### src/rtl/mem_responder_pkg.sv
// Shared CPU memory-access definitions: m_type encodings, responder FSM states,
// default address map and byte-lane helpers used by the M and W stages.
package mem_responder_pkg;

   typedef enum logic [2:0] {
      MT_WORD   = 3'd0,
      MT_HALF_U = 3'd1,
      MT_HALF_S = 3'd2,
      MT_BYTE_U = 3'd3,
      MT_BYTE_S = 3'd4
   } mem_type_e;

   typedef enum logic [1:0] {
      ST_IDLE     = 2'd0,
      ST_PER_WAIT = 2'd1,
      ST_PER_DONE = 2'd2
   } resp_state_e;

   localparam logic [31:0] DM_TOP_DEFAULT   = 32'h0000_2FFF;
   localparam logic [31:0] PER_BASE_DEFAULT = 32'h0000_7F00;
   localparam logic [31:0] PER_TOP_DEFAULT  = 32'h0000_7F2F;

   // Value of the wait counter during the 255th PER_WAIT cycle.
   localparam logic [7:0]  PER_WAIT_LAST    = 8'd254;

   function automatic logic type_aligned(input logic [2:0] mtype, input logic [1:0] off);
      case (mem_type_e'(mtype))
         MT_WORD:              return off == 2'b00;
         MT_HALF_U, MT_HALF_S: return off[0] == 1'b0;
         MT_BYTE_U, MT_BYTE_S: return 1'b1;
         default:              return 1'b0;
      endcase
   endfunction

   function automatic logic [3:0] lane_be(input logic [2:0] mtype, input logic [1:0] off);
      case (mem_type_e'(mtype))
         MT_WORD:              return 4'b1111;
         MT_HALF_U, MT_HALF_S: return off[1] ? 4'b1100 : 4'b0011;
         MT_BYTE_U, MT_BYTE_S: return 4'b0001 << off;
         default:              return 4'b0000;
      endcase
   endfunction

   function automatic logic [31:0] lane_replicate(input logic [2:0] mtype, input logic [31:0] data);
      case (mem_type_e'(mtype))
         MT_HALF_U, MT_HALF_S: return {2{data[15:0]}};
         MT_BYTE_U, MT_BYTE_S: return {4{data[7:0]}};
         default:              return data;
      endcase
   endfunction

endpackage

### src/rtl/mem_responder_load_ext.sv
// load_ext: combinational lane select and sign/zero extension of a loaded word,
// shared with the W stage.
module load_ext
   import mem_responder_pkg::*;
(
   input  logic [31:0] in_word,
   input  logic [2:0]  m_type,
   input  logic [1:0]  offset,
   output logic [31:0] data
);

   logic [15:0] half_sel;
   logic [7:0]  byte_sel;

   always_comb begin
      half_sel = offset[1] ? in_word[31:16] : in_word[15:0];
      case (offset)
         2'd0:    byte_sel = in_word[7:0];
         2'd1:    byte_sel = in_word[15:8];
         2'd2:    byte_sel = in_word[23:16];
         default: byte_sel = in_word[31:24];
      endcase

      case (mem_type_e'(m_type))
         MT_WORD:   data = in_word;
         MT_HALF_U: data = {16'h0000, half_sel};
         MT_HALF_S: data = {{16{half_sel[15]}}, half_sel};
         MT_BYTE_U: data = {24'h00_0000, byte_sel};
         MT_BYTE_S: data = {{24{byte_sel[7]}}, byte_sel};
         default:   data = '0;
      endcase
   end

endmodule

### src/rtl/mem_responder.sv
// M-stage memory responder: single-cycle data-memory port plus a stalling peripheral
// handshake. Define MEM_RESPONDER_TIMEOUT_EN to abandon peripheral waits after 255 cycles.
module mem_responder
   import mem_responder_pkg::*;
#(
   parameter logic [31:0] DM_TOP   = DM_TOP_DEFAULT,
   parameter logic [31:0] PER_BASE = PER_BASE_DEFAULT,
   parameter logic [31:0] PER_TOP  = PER_TOP_DEFAULT
) (
   input  logic        clk,
   input  logic        rst,
   input  logic        req,
   input  logic        m_valid,
   input  logic        m_we,
   input  logic [2:0]  m_type,
   input  logic [31:0] m_addr,
   input  logic [31:0] m_wdata,
   output logic        stall,
   output logic [31:0] rdata,
   output logic        adel,
   output logic        ades,
   output logic [31:0] dm_addr,
   output logic [3:0]  dm_be,
   output logic [31:0] dm_wdata,
   input  logic [31:0] dm_rdata,
   output logic        per_req,
   output logic        per_we,
   output logic [31:0] per_addr,
   output logic [3:0]  per_be,
   output logic [31:0] per_wdata,
   input  logic        per_ack,
   input  logic [31:0] per_rdata
`ifdef MEM_RESPONDER_TIMEOUT_EN
   ,
   output logic        per_timeout
`endif
);

   resp_state_e state_q, state_d;
   logic [31:0] per_addr_q, per_addr_d;
   logic        per_we_q, per_we_d;
   logic [31:0] per_wdata_q, per_wdata_d;
   logic [31:0] cap_q, cap_d;
   logic        w_load_q, w_load_d;
   logic [2:0]  w_type_q, w_type_d;
   logic [1:0]  w_off_q, w_off_d;
   logic        w_per_q, w_per_d;

   logic        in_dm, in_per, legal, go;
   logic        per_start, timeout_hit;
   logic [3:0]  be;
   logic [31:0] wdata_rep, ext_src, ext_data;

   always_comb begin
      in_dm     = m_addr <= DM_TOP;
      in_per    = (m_addr >= PER_BASE) && (m_addr <= PER_TOP) && !in_dm;
      legal     = type_aligned(m_type, m_addr[1:0]) &&
                  (in_dm || (in_per && (m_type == MT_WORD)));
      go        = m_valid && !req && legal;
      be        = lane_be(m_type, m_addr[1:0]);
      wdata_rep = lane_replicate(m_type, m_wdata);
   end

   assign adel     = m_valid && !m_we && !legal;
   assign ades     = m_valid && m_we && !legal;
   assign dm_addr  = {m_addr[31:2], 2'b00};
   assign dm_wdata = wdata_rep;
   assign dm_be    = (go && m_we && in_dm && (state_q != ST_PER_WAIT)) ? be : 4'b0000;

   always_comb begin
      // NOTE: every signal gets a default before the case so no path infers a latch.
      state_d   = state_q;
      stall     = 1'b0;
      per_req   = 1'b0;
      per_start = 1'b0;
      cap_d     = cap_q;
      case (state_q)
         ST_PER_WAIT: begin
            per_req = 1'b1;
            if (per_ack) begin
               cap_d   = per_rdata;
               state_d = ST_PER_DONE;
            end else if (timeout_hit) begin
               cap_d   = '0;
               state_d = ST_PER_DONE;
            end else begin
               stall = 1'b1;
            end
         end
         default: begin
            // PER_DONE behaves like IDLE so back-to-back accesses are accepted.
            state_d = ST_IDLE;
            if (go && in_per) begin
               per_req   = 1'b1;
               stall     = 1'b1;
               per_start = 1'b1;
               state_d   = ST_PER_WAIT;
            end
         end
      endcase
   end

   always_comb begin
      per_addr_d  = per_addr_q;
      per_we_d    = per_we_q;
      per_wdata_d = per_wdata_q;
      if (per_start) begin
         per_addr_d  = m_addr;
         per_we_d    = m_we;
         per_wdata_d = wdata_rep;
      end
   end

   assign per_addr  = (state_q == ST_PER_WAIT) ? per_addr_q  : m_addr;
   assign per_we    = (state_q == ST_PER_WAIT) ? per_we_q    : m_we;
   assign per_wdata = (state_q == ST_PER_WAIT) ? per_wdata_q : wdata_rep;
   assign per_be    = per_req ? 4'b1111 : 4'b0000;

   // W-side load info; a stalled or flushed M cycle hands W a bubble.
   always_comb begin
      if (state_q == ST_PER_WAIT) begin
         w_load_d = !stall && !per_we_q;
         w_type_d = MT_WORD;
         w_off_d  = 2'b00;
         w_per_d  = 1'b1;
      end else begin
         w_load_d = go && !m_we && !stall;
         w_type_d = m_type;
         w_off_d  = m_addr[1:0];
         w_per_d  = in_per;
      end
      if (!w_load_d) begin
         w_type_d = MT_WORD;
         w_off_d  = 2'b00;
         w_per_d  = 1'b0;
      end
   end

`ifdef MEM_RESPONDER_TIMEOUT_EN
   logic [7:0] wait_cnt_q, wait_cnt_d;

   always_comb begin
      wait_cnt_d  = (state_q == ST_PER_WAIT) ? wait_cnt_q + 8'd1 : 8'd0;
      timeout_hit = (state_q == ST_PER_WAIT) && !per_ack && (wait_cnt_q == PER_WAIT_LAST);
   end

   assign per_timeout = timeout_hit;

   always_ff @(posedge clk) begin
      if (rst) wait_cnt_q <= '0;
      else     wait_cnt_q <= wait_cnt_d;
   end
`else
   assign timeout_hit = 1'b0;
`endif

   assign ext_src = w_per_q ? cap_q : dm_rdata;

   load_ext u_load_ext (
      .in_word (ext_src),
      .m_type  (w_type_q),
      .offset  (w_off_q),
      .data    (ext_data)
   );

   assign rdata = w_load_q ? ext_data : '0;

   always_ff @(posedge clk) begin
      // NOTE: non-blocking assignments so every flop samples the pre-edge values.
      if (rst) begin
         state_q     <= ST_IDLE;
         per_addr_q  <= '0;
         per_we_q    <= 1'b0;
         per_wdata_q <= '0;
         cap_q       <= '0;
         w_load_q    <= 1'b0;
         w_type_q    <= MT_WORD;
         w_off_q     <= 2'b00;
         w_per_q     <= 1'b0;
      end else begin
         state_q     <= state_d;
         per_addr_q  <= per_addr_d;
         per_we_q    <= per_we_d;
         per_wdata_q <= per_wdata_d;
         cap_q       <= cap_d;
         w_load_q    <= w_load_d;
         w_type_q    <= w_type_d;
         w_off_q     <= w_off_d;
         w_per_q     <= w_per_d;
      end
   end

endmodule

### config.mk
export PLATFORM = sky130hd
export DESIGN_NAME = mem_responder
export DESIGN_NICKNAME = d
export VERILOG_FILES = /design/src/rtl/mem_responder_pkg.sv /design/src/rtl/mem_responder_load_ext.sv /design/src/rtl/mem_responder.sv
export SDC_FILE = /design/constraint.sdc
export NUM_CORES = 1
export LEC_CHECK = 0
export ABC_AREA = 1
export BUFFER_PORTS_ARGS = -buffer_cell sky130_fd_sc_hd__buf_2
export CORE_ASPECT_RATIO = 1.2
export CORE_MARGIN = 8
export CORE_UTILIZATION = 40
export DETAILED_ROUTE_END_ITERATION = 12
export PLACE_DENSITY = 0.76
export SLEW_MARGIN = 20
export SYNTH_ARGS = -nofsm -noshare
export SYNTH_HDL_FRONTEND = slang
export SYNTH_HIERARCHICAL = 1
export SYNTH_SLANG_ARGS = --single-unit
### constraint.sdc
create_clock -name clk -period 4.1 [get_ports clk]
set_input_delay 0.82 -clock clk [delete_from_list [all_inputs] [get_ports clk]]
set_output_delay 0.82 -clock clk [all_outputs]
set_load 0.03 [all_outputs]
# == Yosys cells after proc, flatten, opt, wreduce, memory -nomap -nowiden ==
# Index checks and enable logic that the tools add are counted.
# totals
register_bits,106
out_inout_bits,173
wordCells,85
# op_classes
magnitude_cmp,3
eq_ne,13
shift,1
muxes,24
n_bitwise,2
reduce_logical,33
# op_table
op,n
$pmux 32 s5,1
$mux 32,4
$pmux 32 s2,1
$ge 32x15->1 const B,1
$le 32x14->1 const B,1
$le 32x15->1 const B,1
$pmux 8 s3,1
$logic_and 1x1->1,17
$mux 16,1
$eq 3x2->1 const B,4
$mux 4,3
$pmux 4 s3,1
$mux 1,9
$eq 3x1->1 const B,2
$eq 3x3->1 const B,2
$logic_not 1->1,6
$logic_not 3->1,2
$reduce_or 2->1,3
$eq 2x1->1 const B,2
$logic_not 2->1,2
$mux 2,2
$shl 1x2->4 const A,1
$pmux 1 s3,1
$reduce_or 3->1,1
other kinds (6),7

# == Longest topological paths before layout ==
# depth
depth_word,15
ltp_mapped,13

# == Hierarchy ==
# The synthesis kept the hierarchy.
# by_module_without_submodules
mod,n_inst,cells_each,area_per_inst_um2
mem_responder,1,999,6100.9
load_ext,1,206,937.1

# == Least setup slack after synthesis ==
# No wires, ideal clock.
# synth_timing
path_type,input port to output port
startpoint,input m_type[1]
endpoint,output per_wdata[11]
arrival_time_ns,2.586
required_ns,3.280
setup_slack_ns,0.694
cell_stages,7
path_buffers,0
path_cell_list,a21oi_2 > inv_1 > o21ai_4 > nand2_2 > o21ai_0 > nand2_1 > o21ai_0
# synth_via
elab_chain_cells,4
elab_cells_between_ends,8
cone_classes,4 x eq/ne; 2 x mux; 2 x reduce/logical
# synth_rtl
element,line_no,text
from (decl),mem_responder.sv:15,"input logic [2:0] m_type,"
"$eq 3x2->1, or another cell as far along",mem_responder_pkg.sv:45,case (mem_type_e'(mtype))
$reduce_or 2->1,mem_responder_pkg.sv:45,
$pmux 32 s2 *,mem_responder_pkg.sv:45,
named net dm_wdata[11],mem_responder.sv:24,"output logic [31:0] dm_wdata,"
$mux 32 *,mem_responder.sv:116,assign per_wdata = (state_q == ST_PER_WAIT) ? per_wdata_q : wdata_rep;
to (decl),mem_responder.sv:30,"output logic [31:0] per_wdata,"
# Mark *: on every way through the listed nets, which the timed path passes. The rest lies on a longest branch.

# == Worst setup path in the final report ==
# layout_timing
startpoint,input m_type[0]
endpoint,output per_wdata[11]
# layout_via
elab_chain_cells,4
elab_cells_between_ends,8
cone_classes,4 x eq/ne; 2 x mux; 2 x reduce/logical
# layout_rtl
element,line_no
"$eq 3x2->1, or another cell as far along",mem_responder_pkg.sv:45
$reduce_or 2->1,mem_responder_pkg.sv:45
$pmux 32 s2 *,mem_responder_pkg.sv:45
$mux 32 *,mem_responder.sv:116
# Every way passes the cells marked *; elsewhere a longest branch is shown, timed or not.

==> summary.txt <==
Final layout
  • Filler Cells Inserted: 1,881
  • Non-filler cells in the finished layout: 1,645
  • Layout cells sized above 1: 0.2484
  • Cell area after layout: 8603 µm²
  • Nets@finish: 1,557
  • # diodes: 0
  • Synthesis-to-layout area growth: 22.24%

Floorplanning
  • Initial core utilization: 0.4051
  • Boundary Pins: 310
  • Std cell rows: 53
  • Die ar.: 22,110 µm²
  • Die height: 161.3 µm
  • Core box area: 17,370 µm²
  • Chip width: 137.1 µm

Timing
  • Crit share post-route: 0.8671
  • Peak Freq: 281.3 MHz
  • Fin. max-slew vios: 0
  • Setup violators final: 0
  • Worst-margin pin slew: 1.072 ns
  • Worst rel slew slack: 0.2843
  • Min Clock Period, post-route: 3.555 ns
  • Endpoints failing hold: 0
  • Unrepaired setup endpoints after global routing: no
  • Hold_ws: 0.4561 ns
  • Fin Setup TNS: 0 ns
  • Post-Route Skew: 0.009902 ns

Yosys
  • Netlist cell types: 29
  • Seq/Total Area, Yosys: 0.3015
  • Yosys reg bits: 106
  • Top post-synthesis cells by area: dfxtp_1 30%, nand2_1 16%, inv_1 12%, o21ai_0 7.8%, nor2_1 6.9%
  • Mapped Cells: 1,205
  • Avg Cell Area, Syn: 5.841 µm²
  • Mapped Area: 7038 µm²
  • Leading area contributor after synthesis: dfxtp_1
  • Synth Warn #: 6
  • Synth top area share: 0.3015

Pwr
  • Gate power share: 0.241
  • Pwr dens: 303.1 nW/µm²
  • Internal: 1.750 mW
  • Max IR drop VDD: 0.0002044 V
  • Final Total Pwr: 2.607 mW
  • Leak: 5.032 nW
  • Sequential share of power: 0.394
  • Switch Pwr: 857.8 µW
  • Clock Power Share: 0.364
  • Sw frac: 0.3290

Setup path
  • Critical path, cell by cell: buf_2, nor2_2, inv_2, nand2_2, nand2_2, o21ai_0, nand2_1, o21ai_0, buf_2
  • Setup Crit Path Kind: in -> out
  • Data arrival, critical path: 2.73 ns
  • Critical path's top delay family: simple AND/OR/NAND/NOR gates
  • CP Capture Type: output port
  • CP peak stage delay: 0.41 ns
  • Critical Path Fanout Max: 26
  • CP required: 3.28 ns
  • Worst setup SP type: input port
  • CP Buf/Inv Count: 3
  • Slowest cell on crit path: nand2_2

Clocking
  • H-tree Lvls: 3
  • CTS sink cnt: 106
  • TritonCTS clock tree: built
  • Hold-fix buffers at CTS: 0
  • Clk_lat worst skew: 0.35 ns
  • Post-CTS setup buffers: 0
  • Clk buf depth: 2
  • Post-CTS Resized: 0
  • CTS Root Cell: clkbuf_16
  • Total CTS buffers: 9
  • Clk pin slew, worst setup/hold paths: 0.08 ns

Global routing
  • Overall routing resource usage: 0.2233
  • Initial antenna violation count: 3
  • Vias in the first global route: 7,739
  • Largest net degree at the start of global routing: 92
  • First-pass GRT wire length: 39,320 µm
  • Grt ovf: 0

Drt
  • TritonRoute pass-1 iters: 7
  • Routed WL per cell: 15.44 µm
  • Post-DRT Antenna Nets: 0
  • DRT iter0 DRCs: 530
  • DR vias/cell: 4.891
  • Via count: 8,045
  • DRC Markers: 0
  • Final wirelength: 25,400 µm

Placed design
  • Post-DP HPWL: 19,520 µm
  • Post-DP Area: 8283 µm²
  • Port bufs: 307
  • Routability cong.: 0.9610
  • Placed Cells: 1,629

Job
  • Max-Cap Viols: 0

Status
  • Status: finished, final reports clean

Min path
  • Hold crit path type: reg -> reg
[cell usage in the layout, fill, tap and decap left out, types with 2 or more instances in the layout]
master     instances
a21oi_1           86
a31oi_1            2
buf_2            307
buf_4              7
bufinv_16          2
clkbuf_16          9
clkinv_2           2
conb_1             2
dfxtp_1          105
inv_1            214
inv_2              6
nand2_1          302
nand2_2            4
nand3_1           86
nand4_1            3
nor2_1           129
nor2_2             5
o21ai_0          110
o21ai_1            4
o21bai_1          24
[worst reg2reg max path, cell delays in order, from the launching register on]
cell      delay (ns)
dfxtp_1         0.30
inv_1           0.06
nor2_2          0.03
buf_4           0.22
inv_2           0.54
nor2_1          0.20
clkinv_1        0.10
buf_4           0.49
o21ai_0         0.19
a21oi_1         0.17
[routing by layer]
layer	GRT usage	up-vias	wire length (µm)
met3	0.06681	53	2359
li1	-	4056	-
met4	0.07917	6	703
met5	0	-	38
met1	0.2499	3578	9885
met2	0.3890	352	12410
[metrics by stage]
step           utilization  setup slack (ns)
2_1_floorplan            -            0.6941
3_5_place_dp        0.4767            0.5725
3_3_place_gp        0.4767            0.6673
5_1_grt             0.4952            0.3385
4_1_cts             0.4951            0.5641
6_report            0.4952            0.5450
[sequential cells by signal (all words and copies together), names as in the netlist]
signal       count
w_off_q          2
w_load_q         1
per_we_q         1
w_per_q          1
per_wdata_q     32
w_type_q         3
cap_q           32
per_addr_q      32
state_q          2
[cells by family (layout without fill, tap and decap cells)]
logic type / count (synthesis) / in the layout / share of synthesized area
buffers and inverters: 334 / 553 / 0.2116
and+or+nand+nor: 533 / 533 / 0.3079
AOI/OAI and AO/OA: 231 / 231 / 0.1785
other: 1 / 2 / 0.0005328
DFF: 106 / 106 / 0.3015
[final timing paths]
path                                 start       endpoint  slack, ns  depth (start not counted)
worst max register to register  state_q[0]      cap_q[24]       1.75                          9
worst min register to register   cap_q[12]      cap_q[12]       0.46                          2
worst min-delay path             cap_q[12]      cap_q[12]       0.46                          2
worst max-delay path             m_type[0]  per_wdata[11]       0.55                          9
[cells in the mapped netlist (all sizes together)]
library cell	number
clkbuf	41
nand2	307
dfxtp	106
nor3	1
inv	222
o21bai	24
nor2	134
o211ai	2
buf	71
a21oi	87
nand4	4
o21ai	115
conb	1
o21a	1
nand3	87
a31oi	2
[final cells by class]
cell class | instances | area, µm² | area share
multi-input cells | 766 | 3442 | 0.4001
flip-flops and latches | 106 | 2123 | 0.2468
repair buffers | 315 | 1609 | 0.1870
inverters | 222 | 834.6 | 0.09700
well taps | 220 | 275.3 | 0.03200
clock buffers | 10 | 229.0 | 0.02661
clock inverters | 6 | 90.09 | 0.01047
[power groups by stage]
stage          clock, mW  combinational, mW  sequential (mW)
2_1_floorplan          0              0.420             1.05
3_3_place_gp           0              0.625             1.05
3_5_place_dp           0              0.628             1.05
4_1_cts            0.966              0.631             1.03
5_1_grt             1.01              0.680             1.03
6_report           0.950              0.630             1.03
Power figures use the tool's default switching activity.
